**src/rtl/lut_neuron_pkg.sv**
```systemverilog
// Shared constants, FSM state type and depth helper for the programmable LUT neuron.
package lut_neuron_pkg;

    localparam int LNP_IN_BITS  = 6;
    localparam int LNP_OUT_BITS = 2;

    typedef enum logic {
        ST_CLEAR = 1'b0,
        ST_RUN   = 1'b1
    } state_t;

    function automatic int lnp_depth(input int in_bits);
        return 1 << in_bits;
    endfunction

endpackage

```
**src/rtl/lut_neuron_table_ram.sv**
```systemverilog
// Distributed-RAM truth table: one synchronous write port, one asynchronous read port.
// Reads see the pre-write contents in the cycle of a write to the same address.
module lut_neuron_table_ram #(
    parameter int ADDR_W = 6,
    parameter int DATA_W = 2,
    parameter int DEPTH  = 64
) (
    input  logic              clk,
    input  logic              i_we,
    input  logic [ADDR_W-1:0] i_waddr,
    input  logic [DATA_W-1:0] i_wdat,
    input  logic [ADDR_W-1:0] i_raddr,
    output logic [DATA_W-1:0] o_rdat
);

    logic [DATA_W-1:0] r_mem [DEPTH];

    always_ff @(posedge clk) begin
        if (i_we) begin
            r_mem[i_waddr] <= i_wdat;
        end
    end

    assign o_rdat = r_mem[i_raddr];

endmodule

```
**src/rtl/lut_neuron_prog.sv**
```systemverilog
// Runtime-programmable truth-table neuron; 1-cycle lookup latency, valid/ready on both sides.
// Output holds under out_ready=0; the table is swept to zero after reset or on clr_req.
module lut_neuron_prog
    import lut_neuron_pkg::*;
#(
    parameter int IN_BITS  = LNP_IN_BITS,
    parameter int OUT_BITS = LNP_OUT_BITS
) (
    input  logic                clk,
    input  logic                rst_n,
    input  logic                clr_req,
    output logic                busy,
    input  logic                cfg_we,
    input  logic [IN_BITS-1:0]  cfg_addr,
    input  logic [OUT_BITS-1:0] cfg_data,
    output logic                cfg_err,
    input  logic                in_valid,
    output logic                in_ready,
    input  logic [IN_BITS-1:0]  in_data,
    output logic                out_valid,
    input  logic                out_ready,
    output logic [OUT_BITS-1:0] out_data
);

    localparam int DEPTH = lnp_depth(IN_BITS);

    state_t              r_state;
    state_t              w_state_nxt;
    logic [IN_BITS-1:0]  r_ptr;
    logic [IN_BITS-1:0]  w_ptr_nxt;
    logic                r_out_vld;
    logic [OUT_BITS-1:0] r_out_dat;
    logic                r_cfg_err;

    logic                w_run;
    logic                w_in_acc;
    logic                w_ram_we;
    logic [IN_BITS-1:0]  w_ram_addr;
    logic [OUT_BITS-1:0] w_ram_wdat;
    logic [OUT_BITS-1:0] w_ram_rdat;

    assign w_run    = (r_state == ST_RUN);
    assign busy     = !w_run;
    assign in_ready = w_run && !clr_req && (!r_out_vld || out_ready);
    assign w_in_acc = in_valid && in_ready;

    // The sweep owns the write port in CLEAR; config writes only reach the table in RUN.
    always_comb begin
        w_state_nxt = r_state;
        w_ptr_nxt   = r_ptr;
        w_ram_we    = 1'b0;
        w_ram_addr  = cfg_addr;
        w_ram_wdat  = cfg_data;
        case (r_state)
            ST_CLEAR: begin
                w_ram_we   = 1'b1;
                w_ram_addr = r_ptr;
                w_ram_wdat = '0;
                w_ptr_nxt  = r_ptr + IN_BITS'(1);
                if (&r_ptr) begin
                    w_state_nxt = ST_RUN;
                end
            end
            ST_RUN: begin
                w_ram_we = cfg_we;
                if (clr_req) begin
                    w_state_nxt = ST_CLEAR;
                    w_ptr_nxt   = '0;
                end
            end
            default: begin
                w_state_nxt = ST_CLEAR;
                w_ptr_nxt   = '0;
            end
        endcase
    end

    always_ff @(posedge clk or negedge rst_n) begin
        if (!rst_n) begin
            r_state <= ST_CLEAR;
            r_ptr   <= '0;
        end else begin
            r_state <= w_state_nxt;
            r_ptr   <= w_ptr_nxt;
        end
    end

    always_ff @(posedge clk or negedge rst_n) begin
        if (!rst_n) begin
            r_out_vld <= 1'b0;
            r_out_dat <= '0;
            r_cfg_err <= 1'b0;
        end else begin
            r_cfg_err <= cfg_we && !w_run;
            if (w_in_acc) begin
                r_out_vld <= 1'b1;
                r_out_dat <= w_ram_rdat;
            end else if (out_ready) begin
                r_out_vld <= 1'b0;
            end
        end
    end

    lut_neuron_table_ram #(
        .ADDR_W (IN_BITS),
        .DATA_W (OUT_BITS),
        .DEPTH  (DEPTH)
    ) u_table (
        .clk     (clk),
        .i_we    (w_ram_we),
        .i_waddr (w_ram_addr),
        .i_wdat  (w_ram_wdat),
        .i_raddr (in_data),
        .o_rdat  (w_ram_rdat)
    );

    assign out_valid = r_out_vld;
    assign out_data  = r_out_dat;
    assign cfg_err   = r_cfg_err;

endmodule

```
**config.mk**
```make
export PLATFORM = sky130hd
export DESIGN_NAME = lut_neuron_prog
export DESIGN_NICKNAME = d
export VERILOG_FILES = /design/src/rtl/lut_neuron_pkg.sv /design/src/rtl/lut_neuron_table_ram.sv /design/src/rtl/lut_neuron_prog.sv
export SDC_FILE = /design/constraint.sdc
export NUM_CORES = 1
export LEC_CHECK = 0
export BUFFER_PORTS_ARGS = -buffer_cell sky130_fd_sc_hd__buf_2
export CAP_MARGIN = 20
export CORE_ASPECT_RATIO = 0.7
export CORE_MARGIN = 5
export CORE_UTILIZATION = 32
export DETAILED_ROUTE_END_ITERATION = 8
export PLACE_DENSITY = 0.47
export SYNTH_ARGS = -nofsm -noshare
export SYNTH_HDL_FRONTEND = slang
export SYNTH_SLANG_ARGS = --single-unit
```
**constraint.sdc**
```tcl
create_clock -name clk -period 3.26 [get_ports clk]
set_clock_uncertainty 0.1 [all_clocks]
set_input_delay 0.652 -clock clk [delete_from_list [all_inputs] [get_ports clk]]
set_output_delay 0.652 -clock clk [all_outputs]
set_load 0.01 [all_outputs]
```
# Yosys cells after proc, flatten, opt, wreduce, memory -nomap -nowiden
# Memory sizes are Yosys's and may differ from the RTL's. A register that Yosys moved wholly into a read port is not among the register bits.
# Index checks and enable logic that the tools add are counted.
# totals
ff_bits	9
memories	1
ramBits	128
# op_classes
n_addsub	1
n_eq_ne	1
reduce_logical	11
bitwise_logic	1
muxes	12
# memory_table
name	words	width	rd	rd_ports_with_merged_regs	write_ports	line	rtl
u_table.r_mem	64	2	1	1	1	lut_neuron_table_ram.sv:16	logic [DATA_W-1:0] r_mem [DEPTH];
# op_table
op	count
$mux 6	2
$pmux 6 s2	1
$add 6x1->6 const B	1
$mux 1	6
$reduce_and 6->1	1
$logic_and 1x1->1	4
$logic_not 1->1	4
$pmux 1 s2	2
$mux 2	1
$ne 2x2->1 const B	1
$reduce_bool 2->1	1
$logic_or 1x1->1	1
$not 1->1	1

# Depth between registers and ports, before layout
# Gate-level depths: netlist of the first run.
# depth
ltp_word	5
depth_mapped	8
mapped_depth_nobuf	5

# By module
# Synthesis of the first run repeated with hierarchy kept, for this count alone.
# unflattened
cells_unflattened	376
hier_area_um2	6000.8
# by_module_without_submodules
mod	instances	area_each_um2	cells_each
lut_neuron_table_ram	1	5357.6	322
lut_neuron_prog	1	643.1	54

# Worst setup path after synthesis of the first run
# No wires, ideal clock.
# synth_timing
path_type	in2reg
start	input port in_data[2]
end	register r_out_dat[1], in the netlist out_data[1], read port of u_table.r_mem
cell_stages	6
setup_time_ps	138
setup_slack_ps	714
t_required_ps	3022
arrival_ps	2308
cell_sequence	buf_2 -> buf_2 -> mux4_2 -> mux4_2 -> mux2i_1 -> a311oi_1
# synth_lines
item	line	rtl
start: declaration	lut_neuron_prog.sv:19	input logic [IN_BITS-1:0] in_data,
end: declaration	lut_neuron_prog.sv:32	logic [OUT_BITS-1:0] r_out_dat;

# Worst setup path in the final report of the first run
# layout_timing
start	register r_state
end	output port in_ready
# layout_via
elab_chain_cells	2
# layout_rtl
item	line	rtl
start: declaration	lut_neuron_prog.sv:27	state_t r_state;
start signal: assignment	lut_neuron_prog.sv:83	r_state <= w_state_nxt;
$logic_and 1x1->1 (2 in series)	lut_neuron_prog.sv:44	assign in_ready = w_run && !clr_req && (!r_out_vld || out_ready);
end: declaration	lut_neuron_prog.sv:18	output logic in_ready,
# Every way passes these cells.

==> impl_metrics.csv, run 1 <==
group,metric,value,unit
status,status,"completed",
final_layout,layout.nets,433,
clocking,clk_latency,0.42,ns
final_layout,fillers,1683,
synth,yosys.area.top_type,"edfxtp_1",
global_route,grt_pass1_vias,3444,
synth,synth_nets,400,
setup_path,crit_start,"r_state",
floorplanning,die_w,173,µm
sta,max_clock_freq,363,MHz
sta,fin_crit_sh,84.5,%
synth,synth_edf_count,128,
floorplanning,floorplan.die_area,0.0215,mm²
synth,synth.distinct_cells,44,
clocking,clockRootBuffer,"clkbuf_16",
clocking,cts_hold_buf,0,
drt,first_iter_violations,278,
global_route,track_usage,13.4,%
setup_path,worstPathRequired,2.51,ns
sta,whs,0.0195,ns
global_route,grt_max_degree,65,
setup_path,crit_path_max_incr_delay,0.75,ns
synth,synth_top_family_by_area,"multiplexers",
global_route,grt_overflow,0,
setup_path,critPathMaxFanout,22,
run,cap_violations,0,
drt,drc,0,
global_route,grt_first_pass_wirelength,21500,µm
drt,totalWireLength,13900,µm
synth,postSynth.asyncResetShare,7.91,%
floorplanning,coreArea,0.0182,mm²
clocking,cts_max_level,4,
synth,synth_warnings,0,
synth,ys_ff_latch,139,
power,leakagePower,2.34,nW
synth,synth.avg_cell_area,15.7,µm²
clocking,clock_sinks,139,
sta,tns,0,ns
setup_path,timing.critical_path.cells,"inv_1 -> nor3b_1 -> buf_2",
synth,synthAdderAreaFrac,0.210,%
floorplanning,ios,26,
setup_path,reg2reg_from,"r_state",
setup_path,worst_ep_arrival_time,2.00,ns
final_layout,fin_util,38.8,%
power,finalPower,0.00526,W
sta,finalHoldViolations,0,
global_route,antenna_found_initial,0,
placed_design,place_congestion,0.813,
synth,synth_cells,379,
synth,synthMuxAreaShare,14.4,%
setup_path,slowest_stage,"dfrtp_1",
synth,synth_xor_area_share,0.587,%
sta,rsz0062_at_grt,"false",
drt,drtPass1Iterations,4,
power,peakVddDrop,0.287,mV
synth,ys_seq_area_share,69.0,%
placed_design,hpwlAfterDp,9230,µm
sta,finalSetupViolCount,0,
final_layout,multiInputGateArea,0.00174,mm²
drt,via_per_inst,5.14,
placed_design,place_area,0.00641,mm²
final_layout,design_area,0.00704,mm²
synth,synthSimpleGateAreaFrac,9.77,%
sta,relSlewSlack,57.3,%
final_layout,drive_gt1_share,22.4,%
power,power.density,746,mW/mm²
sta,slew_violations,0,
clocking,cts.clk_slew.worst_paths,0.06,ns
sta,tightest_slew,0.641,ns
floorplanning,start_util,32.9,%
clocking,tritoncts,"done",
clocking,numCtsBuffers,17,
drt,antenna_left,0,
synth,synthTopCellsByArea,"edfxtp_1 64%, mux4_2 9.8%, dfrtp_1 4.6%",
setup_path,startpoint_type,"flip-flop",
synth,mappedNetlistArea,0.00597,mm²
final_layout,area_growth,18.0,%
synth,synth_top_flop_cell,"edfxtp_1",
sta,fin_crit,2.76,ns
setup_path,critPathKind,"reg2out",
final_layout,antennaDiodeCount,0,
clocking,cts_resized,0,
drt,vias,3398,
synth,synth_compound_area_share,4.17,%
floorplanning,die_h,124,µm
floorplanning,fp-row-count,41,
setup_path,cp-end-kind,"output port",
clocking,postCtsSetupRepairBufs,0,
clocking,clock_path_buffers,2,
final_layout,seqCellArea,0.00412,mm²
placed_design,port_buffers,25,
drt,routedWlPerCell,21.0,µm
hold_path,holdCritPathClass,"in2async",
synth,yosysTopAreaCellShare,64.4,%
[metal layers]
layer	part of all wire (%)	GRT usage [%]	wire (µm)	vias up
met4	1.0	3.52	144	0
met2	42	18.3	5840	91
met3	5.3	3.97	731	11
met1	52	20.5	7160	1762
met5	0	0	0	-
li1	-	-	-	1534
[cell usage after synthesis, types with 2 or more instances]
cell type,count
nor3b_1,2
and2_1,3
nor2_1,71
o21ai_0,6
mux4_1,6
a211oi_1,4
edfxtp_1,128
mux2i_1,5
o22ai_1,6
dfrtp_1,11
a311oi_1,2
nand2_1,32
nand3b_1,2
o21ai_1,2
o21a_1,2
nand3_1,5
inv_1,3
buf_2,7
a2111oi_1,2
mux2_2,5
o32ai_1,3
nor2b_1,6
clkbuf_1,11
nor3_1,2
nand2b_1,7
mux4_2,26
xnor2_1,3
[final timing paths]
path	endpoint	slack (ns)	cells past startpoint
setup / recovery	in_ready	0.50	3
hold / removal	r_ptr[1]	0.02	1
setup reg to reg	u_table.r_mem[7][0]	0.78	4
hold reg to reg	out_valid	0.42	2
max in group asynchronous	out_data[1]	2.80	1
min in group clk	out_valid	0.36	3
[metrics by stage]
step | setup slack [ns] | cells
2_1_floorplan | 0.714 | 379
3_3_place_gp | 0.465 | 629
3_5_place_dp | 0.398 | 629
4_1_cts | 0.512 | 661
5_1_grt | 0.349 | 661
6_report | 0.504 | 661
[final cells by class]
class                   count  area share, %
repair buffers             34           3.45
multi-input cells         217           24.8
flip-flops and latches    139           58.5
clock inverters            13           2.81
clock buffers              19           6.15
inverters                   3          0.160
well taps                 236           4.19
[flip-flops by register name, indices dropped and copies added, names as in the netlist]
name	cells
out_data	2
r_ptr	6
cfg_err	1
r_state	1
out_valid	1
u_table.r_mem	128
[critical path, delay by kind of cell, from the launching register on]
kind | cells | cell delay (ns)
AND/OR/NAND/NOR | 1 | 0.34
buffers and inverters | 2 | 0.50
flip-flops | 1 | 0.75
[where the power goes]
group,switching (W),internal (W),total (W)
logic,0.000630,0.000291,0.000921
clock network,0.000721,0.00135,0.00207
registers,0.000133,0.00213,0.00226
total,0.00148,0.00377,0.00526
[placed cells by master, fill, tap and decap left out, types with 2 or more instances in the layout]
cell type,netlist,routed
a2111oi_1,2,2
a211oi_1,4,4
a311oi_1,2,2
and2_2,0,2
buf_12,0,4
buf_2,7,25
buf_4,1,5
bufinv_16,0,5
clkbuf_1,11,2
clkbuf_16,0,17
clkinv_1,0,2
clkinv_2,0,3
dfrtp_1,11,11
edfxtp_1,128,128
inv_1,3,3
mux2_2,5,5
mux2i_1,5,5
mux4_1,6,6
mux4_2,26,26
nand2_1,32,32
nand2b_1,7,7
nand3_1,5,5
nand3b_1,2,2
nor2_1,71,71
nor2b_1,6,6
nor3_1,2,2
nor3b_1,2,2
o21a_1,2,2
o21ai_0,6,6
o21ai_1,2,2
o22ai_1,6,6
o32ai_1,3,3
xnor2_1,3,3
[kinds of logic after synthesis]
logic type	count (synthesis)
DFF	139
and+or+nand+nor	134
muxes	43
AOI/OAI and AO/OA	35
buffers and inverters	23
xor gates and xnor gates	4
adders and majority gates	1
Power figures use the tool's default switching activity.
==> run 2: changes to the inputs <==
PLACE_DENSITY = 0.49   (was 0.47)
clock period = 2.2 ns   (was 3.26 ns; I/O delays follow)
==> run 2 against run 1 <==
Effect of this change:
- cell count increased by 2.9%
- global-route usage decreased by 0.94 points
- clock power increased by 34%
- final area increased by 2.0%
- flip-flop and latch count unchanged
- routed wire length decreased by 6.5%
- setup slack got worse by 0.43 ns
- core utilization increased by 0.78 points
- critical path depth increased by 1
- combinational power increased by 60%
- largest cell class unchanged
- largest power group unchanged
- highest routed layer unchanged
==> impl_metrics.csv, run 2 (synthesized netlist as in run 1, its figures left out) <==
group,metric,value,unit
status,status,"completed",
drt,antenna_left,0,
sta,fin_crit,2.12,ns
sta,finalSetupViolCount,0,
final_layout,fin_util,39.6,%
sta,finalHoldViolations,0,
power,leakagePower,2.41,nW
clocking,clockRootBuffer,"clkbuf_16",
drt,met2_length,5960,µm
final_layout,antennaDiodeCount,0,
global_route,grt_first_pass_wirelength,20200,µm
run,cap_violations,0,
power,peakVddDrop,0.444,mV
final_layout,largest_reg_flops,128,
setup_path,worstPathRequired,2.37,ns
power,finalPower,0.00756,W
sta,rsz0062_at_grt,"false",
sta,tightest_slew,0.506,ns
sta,worst_slack,0.0764,ns
placed_design,placed_cells,647,
final_layout,fin_cells,680,
sta,slew_violations,0,
hold_path,hold_path.startpoint,"in_valid",
power,power.density,1050,mW/mm²
floorplanning,coreArea,0.0182,mm²
floorplanning,die_w,173,µm
drt,top_layer,"met4",
sta,relSlewSlack,66.3,%
clocking,cts_max_level,4,
clocking,cts.clk_slew.worst_paths,0.06,ns
setup_path,startpoint_type,"flip-flop",
placed_design,dp_slack,-0.313,ns
drt,totalWireLength,13000,µm
final_layout,area_growth,20.4,%
final_layout,final_cell_mix,"128 x edfxtp_1, 71 x nor2_1, 31 x nand2_1",
floorplanning,start_util,32.9,%
floorplanning,floorplan.die_area,0.0215,mm²
setup_path,worst_ep_arrival_time,2.29,ns
drt,first_iter_violations,294,
floorplanning,ios,26,
drt,drtPass1Iterations,4,
clocking,clk_latency,0.41,ns
global_route,grt_pass1_vias,3519,
setup_path,crit_start,"u_table.r_mem[35][1]",
drt,vias,3404,
sta,fin_crit_sh,96.5,%
global_route,grt_overflow,0,
final_layout,layout.nets,453,
final_layout,regMostFlops,"u_table.r_mem",
setup_path,critPathMaxFanout,1,
floorplanning,fp-row-count,41,
final_layout,drive_gt1_share,27.0,%
drt,met1Wirelength,6350,µm
clocking,numCtsBuffers,17,
clocking,clock_path_buffers,2,
global_route,antenna_found_initial,0,
global_route,track_usage,12.4,%
global_route,grt_max_degree,65,
placed_design,place_congestion,0.800,
drt,routedWlPerCell,19.1,µm
floorplanning,die_h,124,µm
sta,tns,0,ns
setup_path,cp-end-kind,"flip-flop",
sta,max_clock_freq,471,MHz
clocking,tritoncts,"done",
final_layout,final_common_cell,"edfxtp_1",
setup_path,reg2reg_from,"u_table.r_mem[35][1]",
placed_design,hpwlAfterDp,8790,µm
clocking,postCtsSetupRepairBufs,0,
drt,drc,0,
clocking,clock_sinks,139,
drt,via_per_inst,5.01,
hold_path,holdCritPathClass,"in2reg",
placed_design,port_buffers,25,
drt,wl_met3,508,µm
setup_path,critPathKind,"reg2reg",
[run 2: changes by cell type in the layout (fill, tap and decap cells not counted), sizes merged]
cell	previous run	this run
buf	34	52
bufinv	5	2
clkinv	6	5
clkinvlp	1	3
dlygate4sd3	0	1
inv	4	6
[run 2: area by class of cell]
class | count | area, µm²
Clock buffer | 18 | 429
Fill cell | 1655 | 11000
Tap cell | 236 | 295
Inverter | 3 | 11.3
Clock inverter | 13 | 145
Sequential cell | 139 | 4120
Multi-Input combinational cell | 217 | 1760
Timing Repair Buffer | 54 | 423
[run 2: what timing repair did]
item,CTS,global route
endpoints found under the hold margin,11,0
setup endpoints to repair,0,6
gates resized for setup,0,4
hold buffers,1,0
[run 2: power breakdown]
part           leakage (nW)  internal [W]  total (W)  switching (W)
Clock                 0.273       0.00167    0.00278        0.00111
Combinational         0.811      0.000525    0.00147       0.000946
Sequential             1.32       0.00316    0.00331       0.000150
Total                  2.41       0.00535    0.00756        0.00221
[run 2: path summary, 6_finish.rpt]
kind	slack, ns	cells past startpoint	end
min	0.15	3	out_valid
max	0.08	4	out_data[1]
max in group asynchronous	1.42	2	out_data[0]
min in group asynchronous	0.34	2	r_ptr[5]
max reg2reg	0.08	4	out_data[1]
min reg2reg	0.41	2	out_valid
[run 2: per-layer routing]
layer | global-route usage (%) | vias up
met5 | 0 | -
met4 | 3.52 | 0
met3 | 3.28 | 14
met2 | 18.8 | 63
met1 | 17.7 | 1759
li1 | - | 1568
[run 2: worst max-delay path: stages (launching register included)]
cell and delay (ns):
edfxtp_1 0.40, mux4_1 0.52, mux4_2 0.50, a2111oi_2 0.37
a311oi_1 0.10
[run 2: stage by stage]
step | hold slack, ns | area [µm²]
after CTS | 0.137 | 7150
final | 0.147 | 7180
after global placement | 0.233 | 6540
after global routing | 0.162 | 7180
after floorplan | 0.0444 | 5980
after detailed placement | 0.238 | 6560
==> run 3: changes to the inputs <==
ABC_AREA = 1   (was default)
==> run 3 against run 2 <==
Effect of this change:
- die area rose by 2.8%
- register-to-register slack better by 0.03 ns
- largest cell class unchanged
- worst hold slack worse by 0.031 ns
- flip-flop and latch count is the same
- cell count up 31%
- global-route usage rose by 2.1 points
- critical path depth increased by 3
- synthesized cell count rose by 56%
- sequential share of layout area down 1.4 points
- total power is 7.7% higher
- synthesized area increased by 3.0%
- combinational power is 37% higher
==> impl_metrics.csv, run 3 <==
group,metric,value,unit
status,status,"completed",
power,peakVddDrop,0.390,mV
drt,first_iter_violations,317,
synth,synth_warnings,0,
sta,tightest_slew,0.680,ns
final_layout,regMostFlops,"u_table.r_mem",
clocking,numCtsBuffers,17,
synth,ys_ff_latch,139,
final_layout,fillers,1846,
global_route,grt_first_pass_wirelength,24600,µm
sta,fin_crit_sh,95.1,%
setup_path,crit_start,"r_state",
drt,totalWireLength,15600,µm
synth,synth_nets,611,
synth,synth_most_common_cell,"nand2_1",
global_route,track_usage,14.6,%
setup_path,r2r_end,"u_table.r_mem[16][1]",
synth,ys_seq_area_share,67.0,%
power,power.density,1110,mW/mm²
sta,max_clock_freq,478,MHz
setup_path,cp_num_buf_inv,2,
global_route,antenna_found_initial,0,
synth,mappedNetlistArea,0.00614,mm²
sta,tns,0,ns
synth,synth_cells,590,
setup_path,reg2reg_depth,7,
setup_path,slowest_stage,"dfrtp_1",
final_layout,largest_reg_flops,128,
setup_path,timing.critical_path.cells,"buf_4 -> nand2_1 -> o21a_1 -> inv_4 -> nor2_2 -> nand3_2 -> nor2_1",
clocking,clock_path_buffers,2,
sta,finalSetupViolCount,0,
global_route,grt_overflow,0,
floorplanning,start_util,32.6,%
drt,antenna_left,0,
synth,yosysTopAreaCellShare,62.6,%
synth,synthAdderAreaFrac,0.204,%
synth,synth_edf_count,128,
synth,synth_top_flop_cell,"edfxtp_1",
setup_path,worst_ep_arrival_time,2.09,ns
setup_path,cp_top_family,"simple AND/OR/NAND/NOR gates",
final_layout,seqCellArea,0.00412,mm²
sta,finalHoldViolations,0,
run,cap_violations,0,
sta,slew_violations,0,
floorplanning,ios,26,
final_layout,layout.nets,661,
placed_design,place_congestion,0.798,
placed_design,port_buffers,25,
hold_path,holdCritPathClass,"in2reg",
final_layout,multiInputGateArea,0.00184,mm²
clocking,clk_latency,0.42,ns
power,finalPower,0.00814,W
sta,fin_crit,2.09,ns
synth,postSynth.asyncResetShare,7.91,%
clocking,tritoncts,"done",
setup_path,critPathMaxFanout,10,
synth,ys_top_cells_by_count,"177 x nand2_1, 128 x edfxtp_1, 119 x nand3_1",
final_layout,antennaDiodeCount,0,
floorplanning,die_h,126,µm
floorplanning,die_w,176,µm
synth,synthMuxAreaShare,0,%
drt,routedWlPerCell,17.4,µm
drt,drtPass1Iterations,5,
synth,synth_xor_area_share,0.143,%
final_layout,drive_gt1_share,17.3,%
synth,synth.avg_cell_area,10.4,µm²
clocking,postCtsSetupRepairBufs,0,
drt,via_per_inst,4.89,
synth,synth.distinct_cells,31,
floorplanning,coreArea,0.0189,mm²
synth,yosys.area.top_type,"edfxtp_1",
clocking,cts_max_level,4,
final_layout,final_common_cell,"nand2_1",
synth,synthSimpleGateAreaFrac,27.4,%
global_route,grt_pass1_vias,4293,
clocking,clockRootBuffer,"clkbuf_16",
sta,rsz0062_at_grt,"true",
final_layout,final_cell_mix,"177 x nand2_1, 128 x edfxtp_1, 119 x nand3_1",
clocking,clock_sinks,139,
setup_path,worstPathRequired,2.20,ns
placed_design,hpwlAfterDp,10000,µm
synth,synth_compound_area_share,1.61,%
power,leakagePower,2.80,nW
setup_path,endpoint,"u_table.r_mem[16][1]",
drt,vias,4373,
synth,synth_top_family_by_area,"simple AND/OR/NAND/NOR gates",
setup_path,regToRegSetupSlack,0.11,ns
setup_path,reg2reg_from,"r_state",
setup_path,cp-end-kind,"flip-flop",
final_layout,area_growth,19.8,%
floorplanning,fp-row-count,42,
setup_path,startpoint_type,"flip-flop",
clocking,cts.clk_slew.worst_paths,0.06,ns
setup_path,cp_num_cells,7,
floorplanning,floorplan.die_area,0.0221,mm²
synth,synthTopCellsByArea,"edfxtp_1 63%, nand2_1 11%, nand3_1 9.7%",
setup_path,critPathKind,"reg2reg",
sta,relSlewSlack,54.7,%
drt,drc,0,
setup_path,crit_path_max_incr_delay,0.40,ns
global_route,grt_max_degree,65,
## run 3: cells by family (layout without fill, tap and decap cells)
kind of cell,Yosys count,after routing
AOI/OAI and AO/OA,13,13
DFF,139,139
adders and majority gates,1,1
buffers and inverters,52,114
xor gates and xnor gates,1,1
and+or+nand+nor,384,384
## run 3: what timing repair did
item                                   in CTS  in global routing
gates resized for setup                     0                 13
hold buffers                                1                  0
endpoints found under the hold margin      11                  0
setup endpoints to repair                   0                 63
## run 3: area by class of cell
| cell class | instances | area share (%) |
|---|---|---|
| clock buffer | 17 | 5.78 |
| clock inverter | 14 | 2.01 |
| sequential | 139 | 56.0 |
| inverter | 26 | 1.41 |
| timing repair buffer | 57 | 5.68 |
| multi-input combinational | 399 | 25.0 |
| tap | 242 | 4.11 |
## run 3: metal layers
metal  routed length [µm]  up-vias  GRT usage, %
li1                     -     2147             -
met1                 7730     2125          21.7
met2                 6990       91          21.3
met3                  737       10          3.36
met4                  101        0          4.03
met5                    0        -             0
## run 3: stage by stage
stage	setup slack [ns]	utilization, %	hold WS, ns	cell area (µm²)	cells
after detailed placement	0.0274	35.7	0.234	6730	862
after floorplan	0.354	-	0.0444	6140	590
after global placement	-0.000782	35.7	0.232	6730	862
final	0.108	39.0	0.116	7360	894
after global routing	-0.0155	39.0	0.126	7360	894
after CTS	0.00672	38.8	0.100	7310	894
## run 3: worst min path at each step
stage,startpoint,endpoint,slack [ns],cells past startpoint
CTS,out_ready,out_valid,0.10,2
global route,out_ready,out_valid,0.13,2
finish,out_ready,out_valid,0.12,2
detailed placement,rst_n,cfg_err,0.23,1
global placement,rst_n,cfg_err,0.23,1
floorplan,rst_n,cfg_err,0.04,0
## run 3: power breakdown
group / internal, W / switching (W)
logic: 0.000567 / 0.00144
clock network: 0.00167 / 0.00111
registers: 0.00323 / 0.000125
total: 0.00546 / 0.00268
## run 3: worst register-to-register path, cell delays in order, from the launching register on
cell and delay (ns):
dfrtp_1 0.40, buf_4 0.17, nand2_1 0.06, o21a_1 0.28, inv_4 0.12, nor2_2 0.17, nand3_2 0.23, nor2_1 0.25
